### config.mk
export PLATFORM = sky130hd
export DESIGN_NAME = seqdet_param
export DESIGN_NICKNAME = d
export VERILOG_FILES = /design/src/rtl/seqdet_pkg.sv /design/src/rtl/sat_counter.sv /design/src/rtl/seqdet_param.sv
export SDC_FILE = /design/constraint.sdc
export NUM_CORES = 1
export LEC_CHECK = 0
export CORE_MARGIN = 2
export CORE_UTILIZATION = 25
export CTS_BUF_LIST = sky130_fd_sc_hd__clkbuf_4
export DETAILED_ROUTE_END_ITERATION = 12
export HOLD_SLACK_MARGIN = 0.12
export SYNTH_ARGS = -nofsm -noshare
export SYNTH_HDL_FRONTEND = slang
export SYNTH_SLANG_ARGS = --single-unit
### constraint.sdc
create_clock -name clk -period 8.8 [get_ports clk]
set_input_delay 1.32 -clock clk [delete_from_list [all_inputs] [get_ports clk]]
set_output_delay 1.32 -clock clk [all_outputs]
set_load 0.02 [all_outputs]
### src/rtl/seqdet_pkg.sv
// Shared types and helpers for the parametrised serial pattern detector.
// prefix_next is the KMP-style transition used by the RTL.
package seqdet_pkg;

  localparam int MAX_N = 16;
  localparam int PW = 5;
  localparam logic [3:0] DEF_PAT = 4'b1101;

  typedef enum logic [1:0] {
    ACT_HOLD,
    ACT_SHIFT,
    ACT_LOAD
  } edge_act_e;

  function automatic int sw_width(input int n);
    return $clog2(n + 1);
  endfunction

  // pat is right-aligned in [n-1:0]; its MSB is the first bit of the pattern.
  function automatic logic [PW-1:0] prefix_next(input logic [MAX_N-1:0] pat,
                                                input int n,
                                                input logic [PW-1:0] p,
                                                input logic b,
                                                input logic ovl);
    logic [PW-1:0] nxt;
    int q;
    logic ok;
    nxt = '0;
    q = (int'(p) == n && !ovl) ? 0 : int'(p);
    for (int k = 1; k <= MAX_N; k++) begin
      if (k <= n && k <= q + 1) begin
        ok = 1'b1;
        for (int j = 0; j < MAX_N; j++) begin
          int idx;
          logic sBit;
          idx = q + 1 - k + j;
          sBit = 1'b0;
          if (j < k) begin
            sBit = (idx == q) ? b : pat[4'(n - 1 - idx)];
            if (sBit != pat[4'(n - 1 - j)]) ok = 1'b0;
          end
        end
        if (ok) nxt = PW'(k);
      end
    end
    return nxt;
  endfunction

endpackage

### src/rtl/sat_counter.sv
// Saturating up-counter with synchronous clear; clear beats increment.
module sat_counter #(
  parameter int CNT_W = 8
) (
  input  logic             clk_i,
  input  logic             rst_i,
  input  logic             inc_i,
  input  logic             clr_i,
  output logic [CNT_W-1:0] cnt_o
);

  logic [CNT_W-1:0] cnt_q, cnt_d;

  always_comb begin
    cnt_d = cnt_q;
    if (clr_i) begin
      cnt_d = '0;
    end else if (inc_i && cnt_q != '1) begin
      cnt_d = cnt_q + 1'b1;
    end
  end

  always_ff @(posedge clk_i or posedge rst_i) begin
    if (rst_i) begin
      cnt_q <= '0;
    end else begin
      cnt_q <= cnt_d;
    end
  end

  assign cnt_o = cnt_q;

endmodule

### src/rtl/seqdet_param.sv
// Serial N-bit pattern detector with loadable pattern, overlap select,
// valid-qualified input and a saturating match counter.
module seqdet_param
  import seqdet_pkg::*;
#(
  parameter int             N       = 4,
  parameter logic [N-1:0]   DEF_PAT = N'(seqdet_pkg::DEF_PAT),
  parameter int             CNT_W   = 8,
  localparam int            SW      = sw_width(N)
) (
  input  logic             clk,
  input  logic             clr,
  input  logic             din_vld,
  input  logic             din,
  input  logic             mode_ovl,
  input  logic             pat_load,
  input  logic [N-1:0]     pat_in,
  input  logic             cnt_clr,
  output logic             dout,
  output logic [SW-1:0]    stat,
  output logic [CNT_W-1:0] match_cnt
);

  logic [N-1:0]  pat_q, pat_d;
  logic [SW-1:0] p_q, p_d;
  logic          inc;
  edge_act_e     act;

  // A pattern load always wins and discards any bit offered in the same cycle.
  always_comb begin
    pat_d = pat_q;
    p_d   = p_q;
    inc   = 1'b0;
    act   = ACT_HOLD;
    if (pat_load) begin
      act = ACT_LOAD;
    end else if (din_vld) begin
      act = ACT_SHIFT;
    end
    unique case (act)
      ACT_LOAD: begin
        pat_d = pat_in;
        p_d   = '0;
      end
      ACT_SHIFT: begin
        p_d = SW'(prefix_next(MAX_N'(pat_q), N, PW'(p_q), din, mode_ovl));
        inc = (p_d == SW'(N));
      end
      default: begin
        p_d = p_q;
      end
    endcase
  end

  always_ff @(posedge clk or posedge clr) begin
    if (clr) begin
      pat_q <= DEF_PAT;
      p_q   <= '0;
    end else begin
      pat_q <= pat_d;
      p_q   <= p_d;
    end
  end

  sat_counter #(
    .CNT_W(CNT_W)
  ) u_cnt (
    .clk_i(clk),
    .rst_i(clr),
    .inc_i(inc),
    .clr_i(cnt_clr),
    .cnt_o(match_cnt)
  );

  assign dout = (p_q == SW'(N));
  assign stat = p_q;

endmodule

* Word level (Yosys, flattened, before mapping)
Cells that the tools add are included.
** Operators by class
- Multiplexer cells :: 74
- Order comparisons :: 14
- Add/sub/neg operators :: 22
- Equality and inequality tests :: 26
- Reductions and logical operators :: 5
** Operators by type and width (count)
- $eq 32x4->1 :: 10
- $add 32x2->32 const B :: 3
- $add 32x3->32 const B :: 3
- $le 3x32->1 const A :: 2
- $lt 4x6->1 const B :: 10
- $mux 1 :: 52
- $bmux 1 s4 :: 10
- $sub 3x4->4 const A :: 10
- $le 2x32->1 const A :: 1
- $le 4x32->1 const A :: 1
- $mux 3 :: 7
- $mux 8 :: 2
- $ne 1x1->1 :: 10
- $sub 4x2->5 const B :: 2
- $eq 3x3->1 const B :: 3
- $add 8x1->8 const B :: 1
- $ne 8x8->1 const B :: 1
- $pmux 3 s2 :: 1
- $sub 4x1->5 const B :: 1
- $sub 4x3->5 const B :: 1
- $add 3x1->4 const B :: 1
- $mux 2 :: 2
- $reduce_bool 2->1 :: 2
- $eq 2x1->1 const B :: 1
- 3 further kinds :: 4
** Storage, ports and cells
- Output and inout port bits :: 12
- Input port bits :: 11
- Register bits :: 15
- Logic and storage cells :: 144

* Logic depth before layout (Yosys ltp)
- Depth in word-level cells :: 28
- Mapped depth :: 21
- Mapped depth without buffers :: 19

* By module
From an unflattened synthesis, not the netlist that was laid out.
** Unflattened totals
- Cell total of the unflattened synthesis :: 217
- Area total of the unflattened synthesis :: 1943.1 um^2
** Modules (own cells, without submodules)
- seqdet_param :: area an instance 1438.9 um^2, cells an instance 168, times used 1, sequential area each 178.9 um^2
- sat_counter :: area an instance 504.2 um^2, cells an instance 49, times used 1, sequential area each 200.2 um^2

* Worst setup path before layout
Ideal clock, no wire load.
- Kind :: input -> register
- Start :: input port mode_ovl
- End :: register u_cnt.cnt_q[3] (netlist: u_cnt.cnt_o[3])
- Stages on the path :: 15
- Path buffers :: 1
- Setup time :: 78 ps
- Arrival time :: 4576 ps
- Data required time :: 8722 ps
- Path slack :: 4147 ps
- Path through :: nand2b_1 -> nand2_1 -> xnor2_1 -> inv_1 -> ha_1 -> clkbuf_1 -> and4bb_2 -> o31a_1 -> o32ai_2 -> or3_1 -> o2111ai_1 -> a2111oi_4 -> o311ai_4 -> or3_1 -> a21oi_1
** Between the ends
- Longest elaborated chain between the ends :: 27
- Elaborated cells on any way between the ends :: 119
- Classes of those cells :: 21 x add/sub; 4 x order compare; 21 x eq/ne; 69 x mux; 4 x reduce/logical
** Ends and longest elaborated chain
- start: declaration :: line seqdet_param.sv:15 : input logic mode_ovl,
- $logic_not 1->1 * :: line seqdet_pkg.sv:29 : q = (int'(p) == n && !ovl) ? 0 : int'(p);
- $logic_and 1x1->1 * :: line seqdet_pkg.sv:29
- $mux 3 * :: line seqdet_pkg.sv:29
- parallel branches: the longest is 18 deep, another holds $add 32x2->32
- $mux 3 * :: line seqdet_pkg.sv:31 : if (k <= n && k <= q + 1) begin
- $mux 3 * :: line seqdet_param.sv:40 : unique case (act)
- $eq 3x3->1 * :: line seqdet_param.sv:47 : inc = (p_d == SW'(N));
- $mux 1 * :: line seqdet_param.sv:40
- $logic_and 1x1->1 * :: line sat_counter.sv:18 : end else if (inc_i && cnt_q != '1) begin
- $reduce_bool 2->1 (no source line) *
- end signal: assignment :: line sat_counter.sv:27 : cnt_q <= cnt_d;
- end: declaration :: line sat_counter.sv:12 : logic [CNT_W-1:0] cnt_q, cnt_d;
Every way passes the cells marked *. The select of a mux whose other input is x is not followed.
A chain may end at the register's enable or synchronous reset.

* Worst setup path in the final report
- Start :: input port mode_ovl
- End :: register p_q[0] (netlist: stat[0])
** Between the ends
- Longest elaborated chain between the ends :: 24
- Elaborated cells on any way between the ends :: 116
- Classes of those cells :: 21 x add/sub; 4 x order compare; 20 x eq/ne; 69 x mux; 2 x reduce/logical
** Ends and longest elaborated chain
- $logic_not 1->1 * :: line seqdet_pkg.sv:29
- $logic_and 1x1->1 * :: line seqdet_pkg.sv:29
- $mux 3 * :: line seqdet_pkg.sv:29
- parallel branches: the longest is 18 deep, another holds $add 32x2->32
- $mux 3 * :: line seqdet_pkg.sv:31
- $mux 3 * :: line seqdet_param.sv:40
- $pmux 3 s2 * :: line seqdet_param.sv:40
- end signal: assignment :: line seqdet_param.sv:61 : p_q <= p_d;
- end: declaration :: line seqdet_param.sv:25 : logic [SW-1:0] p_q, p_d;
Marked as above.

==> summary.txt <==
Floorplanning
  • Die Width: 92.53 um
  • Io pins: 23
  • Die area: between 8000 and 9000 um^2
  • Std-Cell Rows: 32
  • Total core area: 7647 um^2
  • Die height: 92.53 um
  • Effective utilization at floorplan: 25.62%

Yosys
  • Post-synthesis cell type count: 56
  • Number of synthesized register bits: 15
  • Syn avg cell area: 8.233 um^2
  • Largest family of logic cells by synthesized area: simple AND/OR/NAND/NOR gates
  • Top cells by area, synth: dfrtp_1 (15%), ha_1 (8.9%), mux2i_1 (4.6%)
  • Mapped Cells: about 240
  • Synth warnings: 0
  • Ys async rst share: 100.0%
  • Most frequent cell after synthesis: nor2_1
  • Synth area leader: dfrtp_1
  • Post-Syn Area: 1959 um^2
  • Fraction of synthesized area in multiplexers: 9.387%
  • Yosys top cell area share: between 10% and 20%
  • Syn nets: 263
  • Compound-gate portion of the synthesized area: 21.78%
  • Synth Flop Type: dfrtp_1
  • Synth cell count leaders: nor2_1 (19), nand2_1 (17), ha_1 (14)
  • Seq/Total Area, Yosys: 19.35%
  • Post-Synth Adder-Cell Area: 8.940%
  • XOR/XNOR Fraction of Synth Area: ~8.3%
  • Post-synth EDFFs: 0
  • Simple-gate share of the synthesized area: 26.31%

Timing
  • Max Transition Viols Final: 0
  • Fmax: 191.5 MHz
  • RSZ-0062 raised after global routing: false
  • Clk_skew: 0.005210 ns
  • Setup TNS: 0 ns
  • Fin. Hold Viols: 0
  • Fin crit period: 5.221 ns
  • Final setup violation count: 0
  • Slew HR: approximately three fifths
  • Final worst path period share: 59.33%
  • Worst-Margin Slew: 0.5831 ns

Detailed routing
  • DR WL/cell: 14.99 um
  • Vias: about 1800
  • Vias per cell: 5.151
  • DRC: 0
  • Detail Route met2 WL: 2.538 mm
  • First-pass DRT Iterations: 4
  • Wl on met1: 2.496 mm
  • Starting DRC count in detailed routing: 145
  • Antenna-violating nets left: 0
  • Top sig layer: met4
  • Routed WL: 5.275 mm
  • Met3 routed WL: 203 um

CTS
  • Sink Count: 15
  • H-tree Lvls: 1
  • Num CTS Buffers: 3
  • CTS resizes: 0
  • Root buf cell: clkbuf_4
  • Clk Latency, worst-skew pair: 0.29 ns
  • Hold Buf Count CTS: 0
  • CTS tree: done
  • Postcts setup bufs: 0
  • Worst-path clk slew: 0.10 ns
  • Clock Path Buffers: 2

Worst hold path
  • HP Start: u_cnt.cnt_o[6]$_DFFE_PP0P_
  • HP Class: reg2reg

Final layout
  • Fin nets: 276
  • Filler cells: 792
  • Share of layout cells above drive strength 1: 9.200%
  • Area delta synth->final: 16.09%
  • Post-route cell area: roughly 2300 um^2
  • # diodes: 0

Setup path
  • Critical path class: in2reg
  • WP data arrival: 5.44 ns
  • Worst setup startpoint: mode_ovl
  • Flop2flop setup slack: ~4 ns
  • Worst r2r src: stat[1]$_DFFE_PP0P_
  • Kind of start point of the critical path: input port
  • CP Capture Type: flop
  • Worst-path fanout max: 8
  • Req. time, crit path: 9.02 ns

GRT
  • All-Layer GR Usage: 12.43%
  • Total global routing overflow: 0
  • Pin count of the biggest net entering global routing: 23
  • First-pass GRT wire length: ~8.7 mm
  • Antenna violations before repair: 0
  • Vias in the first global route: 1723

Place
  • Port Buf Inserts: 22
  • HPWL after DPL: 4.000 mm
  • Placer Congestion: 0.8915
  • Cell Area, Placed: 2247 um^2

Job
  • Max_cap viols: 0

Status
  • Outcome: finished, final reports clean

Pwr
  • Worst VDD drop: approximately 73 uV
  • Leakage: 0.8483 nW
  • PwrDens: between 100 and 150 nW/um^2
logic make-up after synthesis:
kind of cell / after synthesis
AND/OR/NAND/NOR: 92
AO/OA/AOI/OAI: 56
buffers and inverters: 28
XOR/XNOR: 17
multiplexers: 16
flip-flops: 15
adder cells (fa/ha/maj): 14
where the power goes:
group / switching [W] / internal [W] / leakage, nW / total (W)
sequential: 0.00000691 / 0.0000730 / 0.196 / 0.0000799
clock: 0.0000232 / 0.0000169 / 0.0177 / 0.0000401
combinational: 0.0000959 / 0.0000754 / 0.634 / 0.000171
through the flow:
step	hold WS (ns)	util [%]	setup slack [ns]	cells	total power [W]
global placement	0.5388	29.38	3.442	348	0.0002494
floorplan	0.6327	-	4.147	238	0.0002115
detailed placement	0.5415	29.38	3.328	348	0.0002511
CTS	0.5677	29.74	3.621	352	0.0002932
finish	0.5660	29.74	3.579	352	0.0002913
global route	0.5935	29.74	3.250	352	0.0003154
routing by layer:
layer / track usage [%] / vias up
li1: - / 894
met1: 16.84 / 873
met2: 20.92 / 41
met3: 1.790 / 5
met4: 2.736 / 0
met5: 0 / -
sequential cells by signal, indices dropped and copies added, names as in the netlist:
signal       cells
u_cnt.cnt_o      8
pat_q            4
stat             3
critical path, cell delays in order:
cell             delay [ns]
clkdlybuf4s50_1        0.53
nand2b_1               0.19
nand2_1                0.19
xnor2_1                0.21
inv_1                  0.20
ha_1                   0.38
inv_1                  0.10
a21oi_1                0.30
o221ai_1               0.17
and4_1                 0.23
ha_1                   0.20
a21oi_1                0.12
a31oi_1                0.05
a21oi_1                0.24
mux2_2                 0.37
a211oi_1               0.28
o21ai_0                0.18
a21oi_1                0.14
worst paths after layout:
path	end	depth (start not counted)
setup / recovery	stat[0]$_DFFE_PP0P_	18
hold / removal	u_cnt.cnt_o[6]$_DFFE_PP0P_	1
max in group asynchronous	u_cnt.cnt_o[2]$_DFFE_PP0P_	2
setup reg to reg	stat[0]$_DFFE_PP0P_	19
min in group asynchronous	u_cnt.cnt_o[4]$_DFFE_PP0P_	2
hold reg to reg	u_cnt.cnt_o[6]$_DFFE_PP0P_	1
layout by cell type, fill, tap and decap left out, types with 6 or more instances in the layout:
cell type | netlist | routed
o21ai_0 | 10 | 10
inv_1 | 13 | 13
a21oi_1 | 12 | 12
nor2_1 | 19 | 19
xor2_1 | 6 | 6
dfrtp_1 | 12 | 12
mux2i_1 | 9 | 9
mux2_2 | 6 | 6
nand2b_1 | 7 | 7
nand2_1 | 17 | 17
or3_1 | 6 | 6
nand3_1 | 8 | 8
xnor2_1 | 10 | 10
nor3_1 | 7 | 7
clkdlybuf4s50_1 | 0 | 22
ha_1 | 14 | 14
final cells by class:
cell class	instances	area (um^2)	share of cell area, %
repair buffers	23	227.7	10.01
well taps	102	127.6	5.611
flip-flops and latches	15	379.1	16.67
multi-input cells	195	1464	64.36
inverters	13	48.80	2.145
clock inverters	1	5.005	0.2200
clock buffers	3	22.52	0.9901
Power figures use the tool's default switching activity.
